### src/rtl/hpdcache_1hot_to_binary_pipe.sv
// Registered multi-channel one-hot to binary encoder with multi-hot detection and a saturating error-beat counter.
// Latency 1 cycle; two-entry output/skid buffer keeps ready_o registered, so upstream sees backpressure one cycle late.
module hpdcache_1hot_to_binary_pipe #(
    parameter int unsigned N         = 8,
    parameter int unsigned NCH       = 1,
    parameter int unsigned MODE      = 0,
    parameter int unsigned ERR_CNT_W = 8,
    localparam int unsigned LOG2N    = (N > 1) ? $clog2(N) : 1
) (
    input  logic                   clk_i,
    input  logic                   rst_ni,
    input  logic                   valid_i,
    output logic                   ready_o,
    input  logic [NCH*N-1:0]       val_i,
    output logic                   valid_o,
    input  logic                   ready_i,
    output logic [NCH*LOG2N-1:0]   idx_o,
    output logic [NCH-1:0]         hit_o,
    output logic [NCH-1:0]         err_o,
    output logic [ERR_CNT_W-1:0]   err_cnt_o,
    input  logic                   clr_err_i
);

    typedef struct packed {
        logic [NCH*LOG2N-1:0] idx;
        logic [NCH-1:0]       hit;
        logic [NCH-1:0]       err;
    } ent_t;

    // Encoding of state bits is {OUT.v, SKD.v}; 2'b01 never occurs.
    typedef enum logic [1:0] {
        EMPTY = 2'b00,
        ONE   = 2'b10,
        FULL  = 2'b11
    } state_t;

    state_t               state_q, state_d;
    ent_t                 out_q, out_d;
    ent_t                 skd_q, skd_d;
    ent_t                 enc;
    logic [ERR_CNT_W-1:0] cnt_q, cnt_d;
    logic                 accept;
    logic                 consume;

    // Scan order makes the last set bit visited win: ascending for MODE 0, descending for MODE 1.
    always_comb begin
        enc = '0;
        for (int c = 0; c < int'(NCH); c++) begin
            for (int i = 0; i < int'(N); i++) begin
                int b;
                b = (MODE == 0) ? i : (int'(N) - 1 - i);
                if (val_i[c*int'(N) + b]) begin
                    if (enc.hit[c]) begin
                        enc.err[c] = 1'b1;
                    end
                    enc.hit[c] = 1'b1;
                    enc.idx[c*int'(LOG2N) +: LOG2N] = LOG2N'(b);
                end
            end
        end
    end

    assign accept  = valid_i && ready_o;
    assign consume = valid_o && ready_i;

    always_comb begin
        state_d = state_q;
        out_d   = out_q;
        skd_d   = skd_q;
        case (state_q)
            EMPTY: begin
                if (accept) begin
                    out_d   = enc;
                    state_d = ONE;
                end
            end
            ONE: begin
                if (accept && consume) begin
                    out_d = enc;
                end else if (accept) begin
                    skd_d   = enc;
                    state_d = FULL;
                end else if (consume) begin
                    state_d = EMPTY;
                end
            end
            FULL: begin
                if (consume) begin
                    out_d   = skd_q;
                    state_d = ONE;
                end
            end
            default: state_d = EMPTY;
        endcase
    end

    always_comb begin
        cnt_d = cnt_q;
        if (clr_err_i) begin
            cnt_d = '0;
        end else if (accept && (|enc.err) && (cnt_q != {ERR_CNT_W{1'b1}})) begin
            cnt_d = cnt_q + 1'b1;
        end
    end

    always_ff @(posedge clk_i) begin
        if (!rst_ni) begin
            state_q <= EMPTY;
            out_q   <= '0;
            skd_q   <= '0;
            cnt_q   <= '0;
        end else begin
            state_q <= state_d;
            out_q   <= out_d;
            skd_q   <= skd_d;
            cnt_q   <= cnt_d;
        end
    end

    assign ready_o   = ~state_q[0];
    assign valid_o   = state_q[1];
    assign idx_o     = out_q.idx;
    assign hit_o     = out_q.hit;
    assign err_o     = out_q.err;
    assign err_cnt_o = cnt_q;

endmodule

### config.mk
export PLATFORM = sky130hd
export DESIGN_NAME = hpdcache_1hot_to_binary_pipe
export DESIGN_NICKNAME = d
export VERILOG_FILES = /design/src/rtl/hpdcache_1hot_to_binary_pipe.sv
export SDC_FILE = /design/constraint.sdc
export NUM_CORES = 1
export LEC_CHECK = 0
export BUFFER_PORTS_ARGS = -buffer_cell sky130_fd_sc_hd__buf_2
export CORE_UTILIZATION = 55
export DETAILED_ROUTE_END_ITERATION = 8
export GPL_TIMING_DRIVEN = 0
export PLACE_DENSITY_LB_ADDON = 0.15
export SLEW_MARGIN = 0
export SYNTH_ARGS = -nofsm -noshare
export SYNTH_HDL_FRONTEND = slang
export SYNTH_SLANG_ARGS = --single-unit
### constraint.sdc
create_clock -name clk_i -period 3.6 [get_ports clk_i]
set_input_delay 0.18 -clock clk_i [delete_from_list [all_inputs] [get_ports clk_i]]
set_output_delay 0.18 -clock clk_i [all_outputs]
set_load 0.005 [all_outputs]
* After elaboration in Yosys (flattened, before gate mapping)
Cells that the tools add are included.
** Operators by class
- Reduce and logical (&&, ||, !) cells :: 11
- $add $sub $neg :: 1
- Mux-type cells :: 25
- Bitwise gates (word level) :: 3
- Equal/unequal tests :: 8
** Operators by type and width (count)
- 5-bit 2-to-1 mux :: 9
- 5-bit case mux with 3 select lines :: 1
- 2-bit 2-to-1 mux :: 5
- 8-bit by 1-bit adder with 8-bit output (second input constant) :: 1
- 1-bit 2-to-1 mux :: 8
- 2-bit != test (second input constant) :: 4
- 8-bit != test (second input constant) :: 1
- 4-bit AND reduction :: 2
- 2-bit case mux with 3 select lines :: 1
- 1-bit logical AND :: 5
- 2-bit equality test (second input constant) :: 2
- 3-bit 2-to-1 mux :: 1
- 3-bit != test (second input constant) :: 1
- 1-bit inverter :: 3
- 3-bit AND reduction :: 1
- 3-bit nonzero test :: 1
- 2-bit logical NOT :: 1
- 2-bit OR reduction :: 1
** Word-level totals
- Register bits after elaboration :: 20
- Output and inout bits :: 15

* Depth between registers and ports, before layout
Gate-level depths: netlist of the first run.
- Word-level depth :: 17
- Depth in mapped cells :: 6
- Gate-level depth less buffers :: 6

* Worst setup path after synthesis of the first run
Ideal clock, no wire load.
- Path type :: register to register
- Start :: register cnt_q[0] (netlist: err_cnt_o[0])
- End :: register cnt_q[6] (netlist: err_cnt_o[6])
- Buffers on the path :: 1
- Setup time :: 70 ps
- Stages on the path, launching flop included :: 7
- Setup slack :: 1990 ps
- Arrival time :: 1540 ps
- Cell sequence :: dfxtp_1 ha_1 a41oi_1 nand3_2 buf_6 or3_1 a21oi_1
** Between the ends
- Longest elaborated chain between the ends :: 2
- Elaborated cells on any way between the ends :: 3
** RTL lines
- start: declaration :: line 41 : logic [ERR_CNT_W-1:0] cnt_q, cnt_d;
- start signal: assignment :: line 116 : cnt_q <= cnt_d;
- branches (longest 2 deep; another with 8-bit by 1-bit adder with 8-bit output)
Several ways; the timed one is not identified.
A chain may end at the register's enable or synchronous reset.

* Final worst setup path of the first run
- Start :: register state_q[1]
- End :: register out_q, in the netlist idx_o[0]
** Between the ends
- Longest elaborated chain between the ends :: 4
- Elaborated cells on any way between the ends :: 11
** RTL lines
- start: declaration :: line 37 : state_t state_q, state_d;
- start signal: assignment :: line 113 : state_q <= state_d;
- 1-bit logical AND :: line 64 : assign consume = valid_o && ready_i;
- 1-bit logical AND :: line 78 : if (accept && consume) begin
- 2-bit != test (no source line)
- 4-bit AND reduction (no source line)
- end signal: assignment :: line 114 : out_q <= out_d;
- end: declaration :: line 38 : ent_t out_q, out_d;
Several ways; a longest one is shown, not always the timed one.

==> results of run 1 <==
-- cell usage in the layout, fill, tap and decap left out, types with 3 or more instances in the layout --
cell type,instances
a211oi_1,6
a21oi_1,9
buf_2,27
clkbuf_4,3
dfxtp_1,20
ha_1,5
inv_1,6
mux2i_1,6
nand2_1,11
nand3_1,3
nor2_1,17
nor3_1,3
o21ai_0,7
or3_1,3
-- layer usage --
metal | GRT usage, % | part of all wire (%) | wire, µm | up-vias
met5 | 0 | 0 | 0 | -
met4 | 10.59 | 1.2 | 27 | 0
met3 | 3.529 | 2.6 | 60 | 4
met2 | 42.82 | 50 | 1134 | 20
met1 | 30.48 | 46 | 1045 | 487
li1 | - | - | - | 533
-- through the flow --
stage / setup WS [ns] / power [µW] / utilization [%] / instances
6_report: 1.786 / 711.9 / 72.70 / 185
5_1_grt: 1.519 / 755.8 / 72.70 / 185
4_1_cts: 1.762 / 716.3 / 72.70 / 185
3_5_place_dp: 1.698 / 528.7 / 69.75 / 181
3_3_place_gp: 1.779 / 516.0 / 69.75 / 181
2_1_floorplan: 1.990 / 454.8 / - / 129
-- area by class of cell --
cell class              instances  area (µm²)  area share, %
multi-input cells              99       631.9          48.75
flip-flops and latches         20       400.4          30.89
repair buffers                 27       135.1          10.42
well taps                      25       31.28          2.413
clock inverters                 1       30.03          2.317
clock buffers                   3       22.52          1.737
plain buffers                   4       22.52          1.737
inverters                       6       22.52          1.737
-- logic make-up after synthesis --
group / after synthesis
XOR/XNOR: 3
AND/OR/NAND/NOR: 50
multiplexers: 6
buffers and inverters: 10
flip-flops: 20
AO/OA/AOI/OAI: 35
adder cells (fa/ha/maj): 5
-- state kept, by name, summed over array words and instances (netlist names) --
name	count
idx_o	3
hit_o	1
state_q	2
err_cnt_o	8
skd_q	5
err_o	1
-- report_power, final --
| group | switching, µW | internal (µW) |
|---|---|---|
| registers | 29.1 | 264 |
| logic | 125 | 106 |
| clock network | 75.3 | 113 |
-- worst max-delay path, cell delays in order, from the launching register on --
cell and delay [ns]:
dfxtp_1 0.46, inv_1 0.09, ha_1 0.20, a22oi_1 0.20
nand3b_1 0.32, o41ai_1 0.44
-- worst min path at each step --
stage / end / depth (start not counted)
3_3_place_gp: idx_o[0] / 3
5_1_grt: idx_o[0] / 3
2_1_floorplan: idx_o[0] / 2
4_1_cts: idx_o[0] / 3
3_5_place_dp: err_o / 2
6_report: idx_o[0] / 3
==> impl_metrics.tcl, run 1 <==
set metrics [dict create \
    status "complete, no violations" \
    cts_hold_buf 0 \
    synth_ff_type "dfxtp_1" \
    async_flop_share_pct 0 \
    whs_ns 0.1504 \
    start_util_pct 60.42 \
    post-route-min-period_ns 1.814 \
    die_w_um 46.26 \
    syn_area_mm2 0.001077 \
    layout.nets 179 \
    yosys-top-cells-area "dfxtp_1 37%, nor2_1 5.9%, ha_1 5.8%" \
    dpl_cell_area_mm2 0.001244 \
    cts_tree "yes" \
    die_area_mm2 0.002140 \
    reg2reg_to "idx_o[0]" \
    synthTopCellsByCount "20 x dfxtp_1, 17 x nor2_1, 11 x nand2_1" \
    post-route-drc-count 0 \
    crit_type "reg -> reg" \
    grt_max_degree 13 \
    synth_xor_area_share_pct 2.439 \
    tns_ns 0 \
    diodes 0 \
    rsz0062_at_grt "false" \
    critical_path.startpoint "state_q[1]" \
    synthSimpleGateAreaFrac_pct 23.23 \
    ff2ff_path_depth 5 \
    tightest_slew_ns 0.7441 \
    numCtsBuffers 3 \
    clkSinkCount 20 \
    cp_max_fo 7 \
    portBuffers 27 \
    crit_path_start_kind "flip-flop" \
    ir_drop_v 0.0004357 \
    synth-edff-count 0 \
    fin_crit_sh_pct 50.38 \
    ios 28 \
    vias 1044 \
    cts_max_path_buffers 2 \
    final_area_mm2 0.001296 \
    synth-compound-area-share_pct 21.60 \
    drive_gt1_share_pct 22.50 \
    crit_arrival_ns 2.02 \
    die_h_um 46.26 \
    grt_pass1_vias 894 \
    coreArea_mm2 0.001783 \
    grtUsageTotal_pct 24.86 \
    timing.fmax_ghz 0.5514 \
    drtIter0Drc 13 \
    grt-ovfl-total 0 \
    hp-class "in -> reg" \
    avgSynthCellArea_um2 8.351 \
    endpoint "idx_o[0]" \
    antenna_found_initial 0 \
    final_antenna_net_count 0 \
    synth.largest_area_cell "dfxtp_1" \
    gp_congestion 0.8407 \
    cts-root-buf "clkbuf_4" \
    p_per_area_mw_per_mm2 549.2 \
    area_growth_pct 20.32 \
    leakagePower_uw 0.0005673 \
    cp_data_required_time_ns 3.81 \
    synth_top_cell_area_share_pct 37.17 \
    synth_top_family_by_area "simple AND/OR/NAND/NOR gates" \
    post_cts_buffers 0 \
    fin_worst_skew_ns 0.003285 \
    syn-num-nets 147 \
    critical_path.endpoint_type "flip-flop" \
    post_drt_via_cell_ratio 5.643 \
    synthMuxAreaShare_pct 5.575 \
    cts_resized 0 \
    report.final.slew_viol_count 0 \
    grt_pass1_wl_mm 3.781 \
    synth_cell_type_count 39 \
    drt-pass1-iter-count 4 \
    ys_seq_area_share_pct 37.17 \
    clk_latency_ns 0.31 \
    drv_cap 0 \
    wl_mm 2.268 \
    worstHoldStart "rst_ni" \
    clkSlewWorstSetupHoldPaths_ns 0.12 \
    detailed_place_hpwl_mm 1.723 \
    ys.warnings.count 0 \
    synth-adder-area-share_pct 5.807 \
    slew_headroom_pct 49.93 \
    setup_violations 0 \
    r2r_slack_ns 1.79 \
    htreeDepth 1 \
    netlist_instances 129 \
    fillers 156 \
    rows 15 \
    finalHoldViolations 0 \
    yosysMostFrequentCell "dfxtp_1" \
    post_drt_wl_per_cell_um 12.26 \
    synth_seq_cells 20 \
    timing.rr.start "state_q[1]" \
]
Power figures use the tool's default switching activity.
==> inputs of run 2 (changes only) <==
CORE_UTILIZATION = 51   (was 55)
clock period = 1.8 ns   (was 3.6 ns; I/O delays follow)
==> impl_metrics.tcl, run 2 (same netlist as run 1, synthesis figures left out) <==
set metrics [dict create \
    status "complete, no violations" \
    timing.critical_path.buf_inv 1 \
    layout.nets 182 \
    post-route-drc-count 0 \
    grt_pass1_vias 827 \
    clkSinkCount 20 \
    antenna_found_initial 0 \
    grtUsageTotal_pct 21.70 \
    clk_latency_ns 0.30 \
    gp_congestion 0.7273 \
    slowest_delay_ns 0.38 \
    crit_path_start_kind "flip-flop" \
    leakagePower_uw 0.0005684 \
    start_util_pct 54.36 \
    crit_family "simple AND/OR/NAND/NOR gates" \
    cts_hold_buf 0 \
    cts-root-buf "clkbuf_4" \
    path_cells "and4_1 > a41oi_2 > nand3_2 > buf_6 > or3_1 > a21oi_1" \
    numCtsBuffers 3 \
    p_per_area_mw_per_mm2 993.6 \
    die_w_um 47.96 \
    cp_max_fo 10 \
    rows 16 \
    detailed_place_hpwl_mm 1.718 \
    ir_drop_v 0.0008635 \
    post-route-min-period_ns 1.660 \
    drv_cap 0 \
    cp_data_required_time_ns 2.03 \
    cts_max_path_buffers 2 \
    drtIter0Drc 18 \
    rsz0062_at_grt "false" \
    die_h_um 47.96 \
    critical_path.endpoint_type "flip-flop" \
    post-place-ws_ns -0.007239 \
    fillers 183 \
    die_area_mm2 0.002300 \
    slowest_stage "dfxtp_1" \
    post_drt_via_cell_ratio 5.508 \
    grt_pass1_wl_mm 3.463 \
    ios 28 \
    crit_arrival_ns 1.89 \
    post_drt_wl_per_cell_um 12.41 \
    tightest_slew_ns 0.6726 \
    final_common_cell "buf_2" \
    wl_mm 2.345 \
    grt-ovfl-total 0 \
    layout_common_cells "27 x buf_2, 17 x nor2_1, 16 x dfxtp_1" \
    finalHoldViolations 0 \
    finalCoreUtilization_pct 66.67 \
    slew_headroom_pct 54.75 \
    final_area_mm2 0.001321 \
    whs_ns 0.03602 \
    drt-pass1-iter-count 4 \
    hp-class "in -> reg" \
    setup_violations 0 \
    report.final.slew_viol_count 0 \
    cts_tree "yes" \
    fin_crit_sh_pct 92.22 \
    final_antenna_net_count 0 \
    setup_slack_ns 0.1400 \
    tns_ns 0 \
    vias 1041 \
    portBuffers 27 \
    largest_reg_flops 8 \
    area_growth_pct 22.65 \
    fin_worst_skew_ns 0.003237 \
    diodes 0 \
    dpl_cell_area_mm2 0.001246 \
    timing.fmax_ghz 0.6024 \
    drive_gt1_share_pct 28.40 \
    grt_max_degree 11 \
    crit_type "reg -> reg" \
    clkSlewWorstSetupHoldPaths_ns 0.11 \
    htreeDepth 1 \
    coreArea_mm2 0.001982 \
]
run 2: power breakdown:
group          switching (µW)  leakage [µW]  internal (µW)
sequential               62.0      0.000165            530
clock                     129     0.0000138           78.0
combinational             267      0.000389            246
total                     458      0.000568            854
run 2: path summary, 6_finish.rpt:
check | start | end | slack [ns] | cells past startpoint
worst max-delay path | err_cnt_o[2] | err_cnt_o[6] | 0.14 | 6
worst min-delay path | rst_ni | idx_o[0] | 0.04 | 3
worst max register to register | err_cnt_o[2] | err_cnt_o[6] | 0.14 | 6
worst min register to register | idx_o[0] | idx_o[0] | 0.47 | 2
run 2: stage by stage:
step                      cells  total power, µW
after floorplan             129            909.7
final                       189             1313
after global routing        189             1421
after global placement      183             1030
after CTS                   186             1265
after detailed placement    183             1056
run 2: layout make-up:
type                    count  area, µm²  share of cell area, %
repair buffers             30      157.7                  11.93
well taps                  27      33.78                  2.557
flip-flops and latches     20      405.4                  30.68
clock buffers               3      22.52                  1.705
multi-input cells          99      656.9                  49.72
inverters                   6      22.52                  1.705
plain buffers               4      22.52                  1.705
run 2: timing repair:
| action | CTS | global route |
|---|---|---|
| setup endpoints to repair | 8 | 13 |
| gates resized for setup | 2 | 7 |
| pin swaps | 0 | 2 |
| setup buffers | 0 | 3 |
| endpoints found under the hold margin | 0 | 0 |
run 2: worst register-to-register path, cell delays in order (launching register included):
cell and delay (ns):
dfxtp_1 0.38, and4_1 0.20, a41oi_2 0.25, nand3_2 0.13, buf_6 0.16, or3_1 0.34, a21oi_1 0.14
run 2: metal layers:
metal	part of all wire, %	up-vias	wire length, µm	track usage (%)
li1	-	537	-	-
met1	45	465	1058	28.64
met2	49	35	1149	34.59
met3	4.3	4	100	4.528
met4	1.6	0	37	8.333
met5	0	-	0	0
